<file path="config.mk">
export PLATFORM = sky130hd
export DESIGN_NAME = junction_cycle_ctrl
export DESIGN_NICKNAME = d
export VERILOG_FILES = /design/src/rtl/junction_cycle_ctrl_pkg.sv /design/src/rtl/junction_cycle_ctrl_valid_delay_pipe.sv /design/src/rtl/junction_cycle_ctrl.sv
export SDC_FILE = /design/constraint.sdc
export NUM_CORES = 1
export LEC_CHECK = 0
export ABC_AREA = 1
export CAP_MARGIN = 5
export CORE_MARGIN = 3
export CORE_UTILIZATION = 40
export CTS_BUF_LIST = sky130_fd_sc_hd__clkbuf_4 sky130_fd_sc_hd__clkbuf_8 sky130_fd_sc_hd__clkbuf_16
export DETAILED_ROUTE_END_ITERATION = 6
export PLACE_DENSITY_LB_ADDON = 0.12
export SLEW_MARGIN = 10
export SYNTH_ARGS = -nofsm -noshare
export SYNTH_HDL_FRONTEND = slang
export SYNTH_HIERARCHICAL = 1
export SYNTH_SLANG_ARGS = --single-unit
</file>
<file path="constraint.sdc">
create_clock -name clk -period 2.1 [get_ports clk]
set_clock_uncertainty 0.2 [all_clocks]
set_input_delay 0.525 -clock clk [delete_from_list [all_inputs] [get_ports clk]]
set_output_delay 0.525 -clock clk [all_outputs]
set_load 0.02 [all_outputs]
</file>
<file path="src/rtl/junction_cycle_ctrl_pkg.sv">
// Shared constants for the junction sequencer, layer top and memory wrappers:
// FSM state codes and sizing helpers derived from the layer geometry.
package junction_cycle_ctrl_pkg;

   localparam logic [1:0] StIdle  = 2'd0;
   localparam logic [1:0] StRun   = 2'd1;
   localparam logic [1:0] StDrain = 2'd2;

   // Cycles needed to stream one sample's p*fo weights, z per cycle.
   function automatic int unsigned calc_cpc(input int unsigned p, input int unsigned fo,
                                            input int unsigned z);
      return (p * fo) / z;
   endfunction

   // Cycles in one sweep over the preceding layer.
   function automatic int unsigned calc_sw(input int unsigned p, input int unsigned z);
      return p / z;
   endfunction

   // Index width; a single-cycle sample still needs a one-bit address.
   function automatic int unsigned calc_idx_w(input int unsigned cpc);
      return (cpc > 1) ? $clog2(cpc) : 1;
   endfunction

endpackage

</file>
<file path="src/rtl/junction_cycle_ctrl_valid_delay_pipe.sv">
// Fixed-depth shift register carrying a valid flag and its payload; shifts every
// cycle so in-flight entries drain out regardless of the producer's state.
module valid_delay_pipe #(
   parameter int unsigned depth = 1,
   parameter int unsigned width = 1
) (
   input  logic             clk,
   input  logic             reset,
   input  logic             in_valid,
   input  logic [width-1:0] in_data,
   output logic             out_valid,
   output logic [width-1:0] out_data
);

   logic [depth-1:0] valid_q;
   logic [width-1:0] data_q [depth];

   always_ff @(posedge clk) begin
      if (reset) begin
         valid_q <= '0;
         for (int unsigned i = 0; i < depth; i++) begin
            data_q[i] <= '0;
         end
      end else begin
         valid_q[0] <= in_valid;
         data_q[0]  <= in_data;
         for (int unsigned i = 1; i < depth; i++) begin
            valid_q[i] <= valid_q[i-1];
            data_q[i]  <= data_q[i-1];
         end
      end
   end

   assign out_valid = valid_q[depth-1];
   assign out_data  = data_q[depth-1];

endmodule

</file>
<file path="src/rtl/junction_cycle_ctrl.sv">
// Per-junction sequencer: steps one sample through cpc weight-block cycles, driving
// FF/BP/UP enables, the sigmoid-latency valid pipe and the ready/start/done handshake.
module junction_cycle_ctrl
   import junction_cycle_ctrl_pkg::*;
#(
   parameter int unsigned fo     = 2,
   parameter int unsigned fi     = 4,
   parameter int unsigned p      = 16,
   parameter int unsigned n      = 8,
   parameter int unsigned z      = 8,
   parameter int unsigned ff_lat = 1,
   localparam int unsigned cpc   = calc_cpc(p, fo, z),
   localparam int unsigned idx_w = calc_idx_w(cpc)
) (
   input  logic             clk,
   input  logic             reset,
   input  logic             start,
   output logic             ready,
   output logic             busy,
   output logic [idx_w-1:0] cycle_index,
   output logic             ff_en,
   output logic             ff_valid,
   output logic [idx_w-1:0] ff_index,
   output logic             bp_en,
   output logic             bp_first,
   output logic             bp_last,
   output logic             up_en,
   output logic             done
);

   localparam int unsigned      sw         = calc_sw(p, z);
   localparam logic [idx_w-1:0] last_idx   = idx_w'(cpc - 1);
   localparam logic [1:0]       drain_last = 2'(ff_lat - 1);

   if ((p % z) != 0 || ((p * fo) % z) != 0) begin : g_bad_z
      $error("p and p*fo must both be multiples of z");
   end
   // Both layers must agree on the number of junction edges.
   if ((p * fo) != (n * fi)) begin : g_bad_geometry
      $error("p*fo must equal n*fi");
   end
   if (ff_lat < 1 || ff_lat > 4) begin : g_bad_lat
      $error("ff_lat must be in 1..4");
   end

   logic [1:0]       state_q, state_d;
   logic [idx_w-1:0] idx_q, idx_d;
   logic [1:0]       cnt_q, cnt_d;
   logic             run_d;
   logic             is_last;
   logic             en_q;
   logic             bp_first_q, bp_last_q, busy_q;
   logic [idx_w:0]   pipe_in, pipe_out;

   assign is_last = (idx_q == last_idx);
   assign ready   = (state_q == StIdle) || ((state_q == StRun) && is_last);

   always_comb begin
      state_d = state_q;
      idx_d   = idx_q;
      cnt_d   = cnt_q;
      case (state_q)
         StIdle: begin
            if (start) begin
               state_d = StRun;
               idx_d   = '0;
            end
         end
         StRun: begin
            if (is_last) begin
               idx_d = '0;
               if (!start) begin
                  state_d = StDrain;
                  cnt_d   = '0;
               end
            end else begin
               idx_d = idx_q + 1'b1;
            end
         end
         StDrain: begin
            if (cnt_q == drain_last) begin
               state_d = StIdle;
               cnt_d   = '0;
            end else begin
               cnt_d = cnt_q + 2'd1;
            end
         end
         default: begin
            state_d = StIdle;
            idx_d   = '0;
            cnt_d   = '0;
         end
      endcase
   end

   assign run_d = (state_d == StRun);

   // Enables are registered from next-state so they line up with cycle_index.
   always_ff @(posedge clk) begin
      if (reset) begin
         state_q    <= StIdle;
         idx_q      <= '0;
         cnt_q      <= '0;
         en_q       <= 1'b0;
         bp_first_q <= 1'b0;
         bp_last_q  <= 1'b0;
         busy_q     <= 1'b0;
      end else begin
         state_q    <= state_d;
         idx_q      <= idx_d;
         cnt_q      <= cnt_d;
         en_q       <= run_d;
         bp_first_q <= run_d && (32'(idx_d) < sw);
         bp_last_q  <= run_d && (32'(idx_d) >= (cpc - sw));
         busy_q     <= (state_d != StIdle);
      end
   end

   assign busy        = busy_q;
   assign cycle_index = idx_q;
   assign ff_en       = en_q;
   assign bp_en       = en_q;
   assign up_en       = en_q;
   assign bp_first    = bp_first_q;
   assign bp_last     = bp_last_q;

   // The top bit tags the sample's final block so done leaves the pipe as a flop.
   assign pipe_in = {en_q && is_last, idx_q};

   valid_delay_pipe #(
      .depth(ff_lat),
      .width(idx_w + 1)
   ) u_ff_pipe (
      .clk      (clk),
      .reset    (reset),
      .in_valid (en_q),
      .in_data  (pipe_in),
      .out_valid(ff_valid),
      .out_data (pipe_out)
   );

   assign ff_index = pipe_out[idx_w-1:0];
   assign done     = pipe_out[idx_w];

endmodule
</file>
==> run_summary.xml, run 1 <==
<?xml version="1.0" encoding="UTF-8"?>
<metrics>
  <group name="timing">
    <metric name="final.hold.worst_slack" unit="ns">0.266</metric>
    <metric name="max_freq" unit="MHz">493</metric>
    <metric name="hold_viol_final" unit="">0</metric>
    <metric name="maxSlewHeadroom" unit="%">84.1</metric>
    <metric name="rsz0062_at_grt" unit="">false</metric>
    <metric name="period_share" unit="%">96.5</metric>
    <metric name="finalMaxSlewViolations" unit="">0</metric>
    <metric name="timing_worst_slew_pin_value" unit="ns">0.239</metric>
    <metric name="setup_viol" unit="">0</metric>
    <metric name="timing.final.crit_period" unit="ns">2.03</metric>
    <metric name="setup_total_negative_slack" unit="ns">0</metric>
  </group>
  <group name="placed_design">
    <metric name="gp_routability_congestion" unit="">0.820</metric>
    <metric name="place.detailed.hpwl" unit="um">868</metric>
    <metric name="number_of_buffer_cells_added_on_primary_ports" unit="">15</metric>
  </group>
  <group name="final_layout">
    <metric name="layout-drive-gt1-share" unit="%">22.6</metric>
    <metric name="finish.utilization" unit="%">59.5</metric>
    <metric name="layout_common_cells" unit="">14 x sky130_fd_sc_hd__nand2_1, 14 x sky130_fd_sc_hd__dfxtp_1, 13 x sky130_fd_sc_hd__inv_1</metric>
    <metric name="layout.filler_cells" unit="">136</metric>
    <metric name="diodes" unit="">0</metric>
    <metric name="fin_nets" unit="">100</metric>
    <metric name="flow.area_growth_from_synthesis" unit="%">34.3</metric>
  </group>
  <group name="synthesis">
    <metric name="synthesis.area" unit="um^2">606</metric>
    <metric name="syn-num-nets" unit="">80</metric>
    <metric name="synth.ff_latch_count" unit="">14</metric>
    <metric name="sequential_to_total_area_share_from_yosys_stat" unit="%">46.3</metric>
    <metric name="synthDominantAreaCellType" unit="">sky130_fd_sc_hd__dfxtp_1</metric>
    <metric name="synth-warning-count" unit="">6</metric>
    <metric name="yosysUniqueCellTypes" unit="">17</metric>
    <metric name="avgSynthCellArea" unit="um^2">8.18</metric>
    <metric name="synthDominantCellAreaShare" unit="%">46.3</metric>
    <metric name="netlist_instances" unit="">74</metric>
    <metric name="yosys-top-cells-area" unit="">sky130_fd_sc_hd__dfxtp_1 46%, sky130_fd_sc_hd__nand2_1 8.7%, sky130_fd_sc_hd__inv_1 8.1%, sky130_fd_sc_hd__ha_1 6.2%, sky130_fd_sc_hd__buf_4 5.0%</metric>
  </group>
  <group name="drt">
    <metric name="drt-wirelength-per-cell" unit="um">9.99</metric>
    <metric name="routed-via-count" unit="">474</metric>
    <metric name="drt_antenna_net_count" unit="">0</metric>
    <metric name="remaining_drc_errors" unit="">0</metric>
    <metric name="drt-pass1-iter-count" unit="">4</metric>
    <metric name="routed_wl" unit="um">1080</metric>
    <metric name="drt_iter0_markers" unit="">5</metric>
    <metric name="avgViaCountPerCell" unit="">4.39</metric>
  </group>
  <group name="setup_path">
    <metric name="max_fanout_on_critical_path" unit="">5</metric>
    <metric name="critical_path.endpoint_type" unit="">primary output</metric>
    <metric name="worst_path_largest_cell_delay" unit="ns">0.63</metric>
    <metric name="crit_chain" unit="">clkdlybuf4s50_1</metric>
    <metric name="crit_required" unit="ns">1.37</metric>
    <metric name="worstReg2RegStart" unit="">cycle_index[1]$_SDFF_PP0_</metric>
    <metric name="setup.worst_path.start" unit="">bp_en$_SDFF_PP0_</metric>
    <metric name="path_buf_inv" unit="">1</metric>
    <metric name="timing.setup.critical_path_class" unit="">flop to primary output</metric>
    <metric name="critPathSlowestCell" unit="">sky130_fd_sc_hd__clkdlybuf4s50_1</metric>
    <metric name="startpoint_type_of_the_worst_setup_path" unit="">flop</metric>
    <metric name="critical_path_arrival" unit="ns">1.30</metric>
    <metric name="critical_path.top_delay_family" unit="">buffers and inverters</metric>
  </group>
  <group name="cts">
    <metric name="cts-buffers-inserted" unit="">3</metric>
    <metric name="cts.root.buffer_cell" unit="">sky130_fd_sc_hd__clkbuf_4</metric>
    <metric name="ctsLongestPathBuffers" unit="">2</metric>
    <metric name="ctsHtreeMaxLevel" unit="">1</metric>
    <metric name="cts_num_sinks" unit="">14</metric>
    <metric name="clock_latency_at_the_later_pin_of_the_worst_skew_pair" unit="ns">0.28</metric>
    <metric name="clkSlewWorstSetupHoldPaths" unit="ns">0.08</metric>
    <metric name="cts_tree" unit="">done</metric>
  </group>
  <group name="floorplan">
    <metric name="io_pins" unit="">16</metric>
    <metric name="placeableCoreArea" unit="mm^2">0.00137</metric>
    <metric name="floorplan.die.width" unit="um">44.9</metric>
    <metric name="fp.dieArea" unit="mm^2">0.00202</metric>
    <metric name="fp.dieH" unit="um">44.9</metric>
    <metric name="placement_rows" unit="">13</metric>
    <metric name="start_util" unit="%">44.3</metric>
  </group>
  <group name="power_and_ir_drop">
    <metric name="ir_drop" unit="V">0.000436</metric>
    <metric name="total_leakage_power" unit="nW">0.422</metric>
    <metric name="p_total" unit="mW">0.563</metric>
    <metric name="p_per_area" unit="mW/mm^2">693</metric>
  </group>
  <group name="worst_hold_path">
    <metric name="hold_path_startpoint" unit="">cnt_q[0]$_SDFFE_PP0P_</metric>
    <metric name="hold_class" unit="">flop to flop</metric>
  </group>
  <group name="grt">
    <metric name="grt_pass1_vias" unit="">431</metric>
    <metric name="grt_overflow_total" unit="">0</metric>
    <metric name="groute.usage.overall" unit="%">13.1</metric>
    <metric name="antenna_found_initial" unit="">0</metric>
    <metric name="grt_start_max_net_pins" unit="">9</metric>
    <metric name="wire_length_of_the_first_global_routing_pass" unit="um">1780</metric>
  </group>
  <group name="run_status">
    <metric name="run_status" unit="">finished clean</metric>
  </group>
  <group name="job">
    <metric name="max_cap_viol_count" unit="">0</metric>
  </group>
</metrics>
## per-stage QoR
step | instances | worst slack [ns] | area, um^2
3_5_place_dp | 104 | 0.0912 | 774
4_1_cts | 108 | 0.00710 | 810
5_1_grt | 108 | 0.0122 | 813
6_report | 108 | 0.0728 | 813
3_3_place_gp | 104 | 0.102 | 774
2_1_floorplan | 74 | 0.390 | 606
## routing by layer
metal	share of wire [%]	GRT usage, %
met3	5.7	4.78
met5	0	0
met4	1.2	10.5
met2	45	20.1
met1	48	14.6
## Yosys cell counts
master	n
sky130_fd_sc_hd__a21o_2	1
sky130_fd_sc_hd__dfxtp_1	14
sky130_fd_sc_hd__a21oi_1	3
sky130_fd_sc_hd__inv_2	2
sky130_fd_sc_hd__nand2_2	4
sky130_fd_sc_hd__a21oi_2	1
sky130_fd_sc_hd__ha_1	3
sky130_fd_sc_hd__buf_4	4
sky130_fd_sc_hd__nand2_1	14
sky130_fd_sc_hd__nand2_4	1
sky130_fd_sc_hd__nor2_1	8
sky130_fd_sc_hd__or2_0	1
sky130_fd_sc_hd__nand3b_1	1
sky130_fd_sc_hd__inv_1	13
sky130_fd_sc_hd__o21ai_1	1
sky130_fd_sc_hd__nand3_2	2
sky130_fd_sc_hd__nor2_4	1
## timing repair
action | CTS | global route
setup endpoints to repair | 1 | 4
hold buffers | 0 | 0
buffers inserted | 0 | 0
resized for setup | 1 | 5
## state kept, by name, summed over array words and instances, names as in the netlist
| name | count |
|---|---|
| bp_first | 1 |
| cycle_index | 2 |
| busy | 1 |
| bp_en | 1 |
| bp_last | 1 |
| u_ff_pipe/data_q | 3 |
| state_q | 2 |
| cnt_q | 2 |
| u_ff_pipe/out_valid | 1 |
## kinds of logic (layout without fill, tap and decap cells)
| family | after synthesis | after routing | share of synthesized area [%] |
|---|---|---|---|
| adder cells (fa/ha/maj) | 3 | 3 | 6.20 |
| buffers and inverters | 19 | 38 | 14.3 |
| flip-flops | 14 | 14 | 46.3 |
| AND/OR/NAND/NOR | 32 | 32 | 27.1 |
| AO/OA/AOI/OAI | 6 | 6 | 6.20 |
## report_power, final
| part | internal, mW | leakage, nW | switching (mW) |
|---|---|---|---|
| logic | 0.0400 | 0.287 | 0.0473 |
| clock network | 0.105 | 0.0210 | 0.0868 |
| registers | 0.277 | 0.115 | 0.00670 |
| total | 0.422 | 0.422 | 0.141 |
## final cells by class
cell class,instances,area [um^2],share of cell area (%)
sequential,14,280,34.5
multi-input combinational,41,239,29.4
clock buffer,4,36.3,4.46
tap,15,18.8,2.31
inverter,15,56.3,6.92
timing repair buffer,19,183,22.5
## path summary, 6_finish.rpt
| kind | endpoint | slack [ns] | depth (start not counted) |
|---|---|---|---|
| worst max-delay path | up_en | 0.07 | 1 |
| worst min-delay path | cnt_q[0]$_SDFFE_PP0P_ | 0.27 | 2 |
| worst max register to register | cnt_q[1]$_SDFFE_PP0P_ | 0.72 | 6 |
| worst min register to register | cnt_q[0]$_SDFFE_PP0P_ | 0.27 | 2 |
Power figures use the tool's default switching activity.
==> run 2, diff against run 1 <==
--- a/config.mk
+++ b/config.mk
@@ -12,4 +12,5 @@
 export CTS_BUF_LIST = sky130_fd_sc_hd__clkbuf_4 sky130_fd_sc_hd__clkbuf_8 sky130_fd_sc_hd__clkbuf_16
 export DETAILED_ROUTE_END_ITERATION = 6
+export MAX_ROUTING_LAYER = met4
 export PLACE_DENSITY_LB_ADDON = 0.12
 export SLEW_MARGIN = 10
==> constraint.sdc (replaced) <==
create_clock -name clk -period 2.1 [get_ports clk]
set_clock_uncertainty 0.2 [all_clocks]
set_input_delay 0.21 -clock clk [delete_from_list [all_inputs] [get_ports clk]]
set_output_delay 0.21 -clock clk [all_outputs]
set_load 0.02 [all_outputs]
==> run_summary.xml, run 2 (synthesis results as in run 1) <==
<?xml version="1.0" encoding="UTF-8"?>
<metrics>
  <group name="setup_path">
    <metric name="critPathSlowestCell" unit="">sky130_fd_sc_hd__dfxtp_1</metric>
    <metric name="critical_path.top_delay_family" unit="">buffers and inverters</metric>
    <metric name="timing.setup.critical_path_class" unit="">flop to primary output</metric>
    <metric name="max_fanout_on_critical_path" unit="">4</metric>
    <metric name="critical_path_arrival" unit="ns">1.52</metric>
    <metric name="ff2ff_setup_slack" unit="ns">0.76</metric>
    <metric name="setup.worst_path.start" unit="">cycle_index[1]$_SDFF_PP0_</metric>
    <metric name="startpoint_type_of_the_worst_setup_path" unit="">flop</metric>
    <metric name="crit_chain" unit="">ha_1 -&gt; inv_1 -&gt; a21oi_1 -&gt; dlygate4sd2_1</metric>
    <metric name="path_buf_inv" unit="">2</metric>
    <metric name="critical_path.reg2reg.endpoint" unit="">cnt_q[0]$_SDFFE_PP0P_</metric>
    <metric name="crit_required" unit="ns">1.69</metric>
    <metric name="worst_path_largest_cell_delay" unit="ns">0.41</metric>
    <metric name="worst-r2r-cell-count" unit="">5</metric>
    <metric name="crit_path_end" unit="">ready</metric>
    <metric name="worstReg2RegStart" unit="">cycle_index[0]$_SDFF_PP0_</metric>
    <metric name="path_depth" unit="">4</metric>
    <metric name="critical_path.endpoint_type" unit="">primary output</metric>
  </group>
  <group name="timing">
    <metric name="final.hold.worst_slack" unit="ns">0.267</metric>
    <metric name="max_freq" unit="MHz">519</metric>
    <metric name="setup_viol" unit="">0</metric>
    <metric name="finalMaxSlewViolations" unit="">0</metric>
    <metric name="setup_total_negative_slack" unit="ns">0</metric>
    <metric name="rsz0062_at_grt" unit="">false</metric>
    <metric name="timing.final.crit_period" unit="ns">1.93</metric>
    <metric name="hold_viol_final" unit="">0</metric>
    <metric name="maxSlewHeadroom" unit="%">84.8</metric>
    <metric name="timing_worst_slew_pin_value" unit="ns">0.228</metric>
    <metric name="period_share" unit="%">91.7</metric>
  </group>
  <group name="final_layout">
    <metric name="final_area" unit="um^2">787</metric>
    <metric name="max_reg_flops" unit="">3</metric>
    <metric name="fin_nets" unit="">97</metric>
    <metric name="diodes" unit="">0</metric>
    <metric name="flow.area_growth_from_synthesis" unit="%">30.0</metric>
    <metric name="layout-drive-gt1-share" unit="%">18.9</metric>
    <metric name="layout_common_cells" unit="">14 x sky130_fd_sc_hd__nand2_1, 14 x sky130_fd_sc_hd__dfxtp_1, 14 x sky130_fd_sc_hd__clkdlybuf4s50_1</metric>
    <metric name="stdcell_count" unit="">105</metric>
    <metric name="layout.filler_cells" unit="">139</metric>
    <metric name="largest-register" unit="">u_ff_pipe/data_q</metric>
  </group>
  <group name="power_and_ir_drop">
    <metric name="p_total" unit="mW">0.559</metric>
    <metric name="ir_drop" unit="V">0.000487</metric>
    <metric name="p_per_area" unit="mW/mm^2">710</metric>
    <metric name="total_leakage_power" unit="nW">0.361</metric>
  </group>
  <group name="job">
    <metric name="max_cap_viol_count" unit="">0</metric>
  </group>
  <group name="floorplan">
    <metric name="floorplan.die.width" unit="um">44.9</metric>
    <metric name="fp.dieH" unit="um">44.9</metric>
    <metric name="placeableCoreArea" unit="mm^2">0.00137</metric>
    <metric name="io_pins" unit="">16</metric>
    <metric name="placement_rows" unit="">13</metric>
    <metric name="start_util" unit="%">44.3</metric>
    <metric name="fp.dieArea" unit="mm^2">0.00202</metric>
  </group>
  <group name="grt">
    <metric name="groute.usage.overall" unit="%">12.4</metric>
    <metric name="grt_start_max_net_pins" unit="">9</metric>
    <metric name="wire_length_of_the_first_global_routing_pass" unit="um">1700</metric>
    <metric name="grt_overflow_total" unit="">0</metric>
    <metric name="antenna_found_initial" unit="">0</metric>
    <metric name="grt_pass1_vias" unit="">429</metric>
  </group>
  <group name="placed_design">
    <metric name="placed_cells" unit="">101</metric>
    <metric name="placed_cell_area" unit="um^2">752</metric>
    <metric name="place.detailed.hpwl" unit="um">777</metric>
    <metric name="number_of_buffer_cells_added_on_primary_ports" unit="">15</metric>
    <metric name="gp_routability_congestion" unit="">0.794</metric>
  </group>
  <group name="drt">
    <metric name="routed_wl" unit="um">983</metric>
    <metric name="routed-via-count" unit="">464</metric>
    <metric name="drt_iter0_markers" unit="">1</metric>
    <metric name="dr_wl_met2" unit="um">421</metric>
    <metric name="met3RoutedLength" unit="um">94</metric>
    <metric name="avgViaCountPerCell" unit="">4.42</metric>
    <metric name="drt-pass1-iter-count" unit="">3</metric>
    <metric name="m1WireLength" unit="um">450</metric>
    <metric name="remaining_drc_errors" unit="">0</metric>
    <metric name="maxUsedRoutingLayer" unit="">met4</metric>
    <metric name="drt-wirelength-per-cell" unit="um">9.36</metric>
    <metric name="drt_antenna_net_count" unit="">0</metric>
  </group>
  <group name="cts">
    <metric name="clkSlewWorstSetupHoldPaths" unit="ns">0.08</metric>
    <metric name="ctsLongestPathBuffers" unit="">2</metric>
    <metric name="cts_num_sinks" unit="">14</metric>
    <metric name="cts-buffers-inserted" unit="">3</metric>
    <metric name="cts_tree" unit="">done</metric>
    <metric name="ctsHoldBuffers" unit="">0</metric>
    <metric name="ctsHtreeMaxLevel" unit="">1</metric>
    <metric name="cts.root.buffer_cell" unit="">sky130_fd_sc_hd__clkbuf_4</metric>
    <metric name="clock_latency_at_the_later_pin_of_the_worst_skew_pair" unit="ns">0.28</metric>
  </group>
  <group name="worst_hold_path">
    <metric name="hold_class" unit="">flop to flop</metric>
    <metric name="hold_path_startpoint" unit="">cnt_q[0]$_SDFFE_PP0P_</metric>
  </group>
  <group name="run_status">
    <metric name="run_status" unit="">finished clean</metric>
  </group>
</metrics>
run 2: metrics by stage:
| step | setup WS [ns] | utilization, % |
|---|---|---|
| 5_1_grt | 0.0403 | 57.6 |
| 4_1_cts | 0.154 | 57.6 |
| 3_5_place_dp | 0.208 | 55.0 |
| 6_report | 0.174 | 57.6 |
| 3_3_place_gp | 0.277 | 55.0 |
| 2_1_floorplan | 0.705 | - |
run 2: per-layer routing:
| layer | vias to the layer above | global-route usage [%] |
|---|---|---|
| met5 | - | - |
| met1 | 200 | 12.1 |
| met4 | 0 | 7.02 |
| met3 | 2 | 6.37 |
| li1 | 247 | - |
| met2 | 15 | 19.8 |
run 2: layout make-up:
type	count	area, um^2	share of cell area [%]
flip-flops and latches	14	280	35.6
multi-input cells	41	239	30.4
repair buffers	16	156	19.9
inverters	15	56.3	7.15
clock buffers	4	36.3	4.61
well taps	15	18.8	2.38
run 2: power by group:
| group | switching [mW] | internal [mW] | total (mW) |
|---|---|---|---|
| Sequential | 0.00864 | 0.277 | 0.286 |
| Clock | 0.0855 | 0.105 | 0.191 |
| Combinational | 0.0444 | 0.0378 | 0.0822 |
| Total | 0.139 | 0.420 | 0.559 |
run 2: worst min-delay path by stage:
stage	end	depth (start not counted)	slack, ns
after floorplan	cnt_q[0]$_SDFFE_PP0P_	1	0.08
after global placement	cnt_q[0]$_SDFFE_PP0P_	2	0.25
after detailed placement	cnt_q[0]$_SDFFE_PP0P_	2	0.26
after CTS	cnt_q[0]$_SDFFE_PP0P_	2	0.27
after global routing	cnt_q[0]$_SDFFE_PP0P_	2	0.29
final	cnt_q[0]$_SDFFE_PP0P_	2	0.27
run 2: timing repair:
| item | CTS | global route |
|---|---|---|
| endpoints found under the setup margin | 1 | 0 |
| resized for setup | 1 | 0 |
| setup buffers | 0 | 0 |
run 2: tightest hold or removal path, delay by kind of cell (launching register included):
kind / cells / cell delay (ns)
AO/OA/AOI/OAI: 1 / 0.05
flip-flops: 1 / 0.31
AND/OR/NAND/NOR: 1 / 0.06
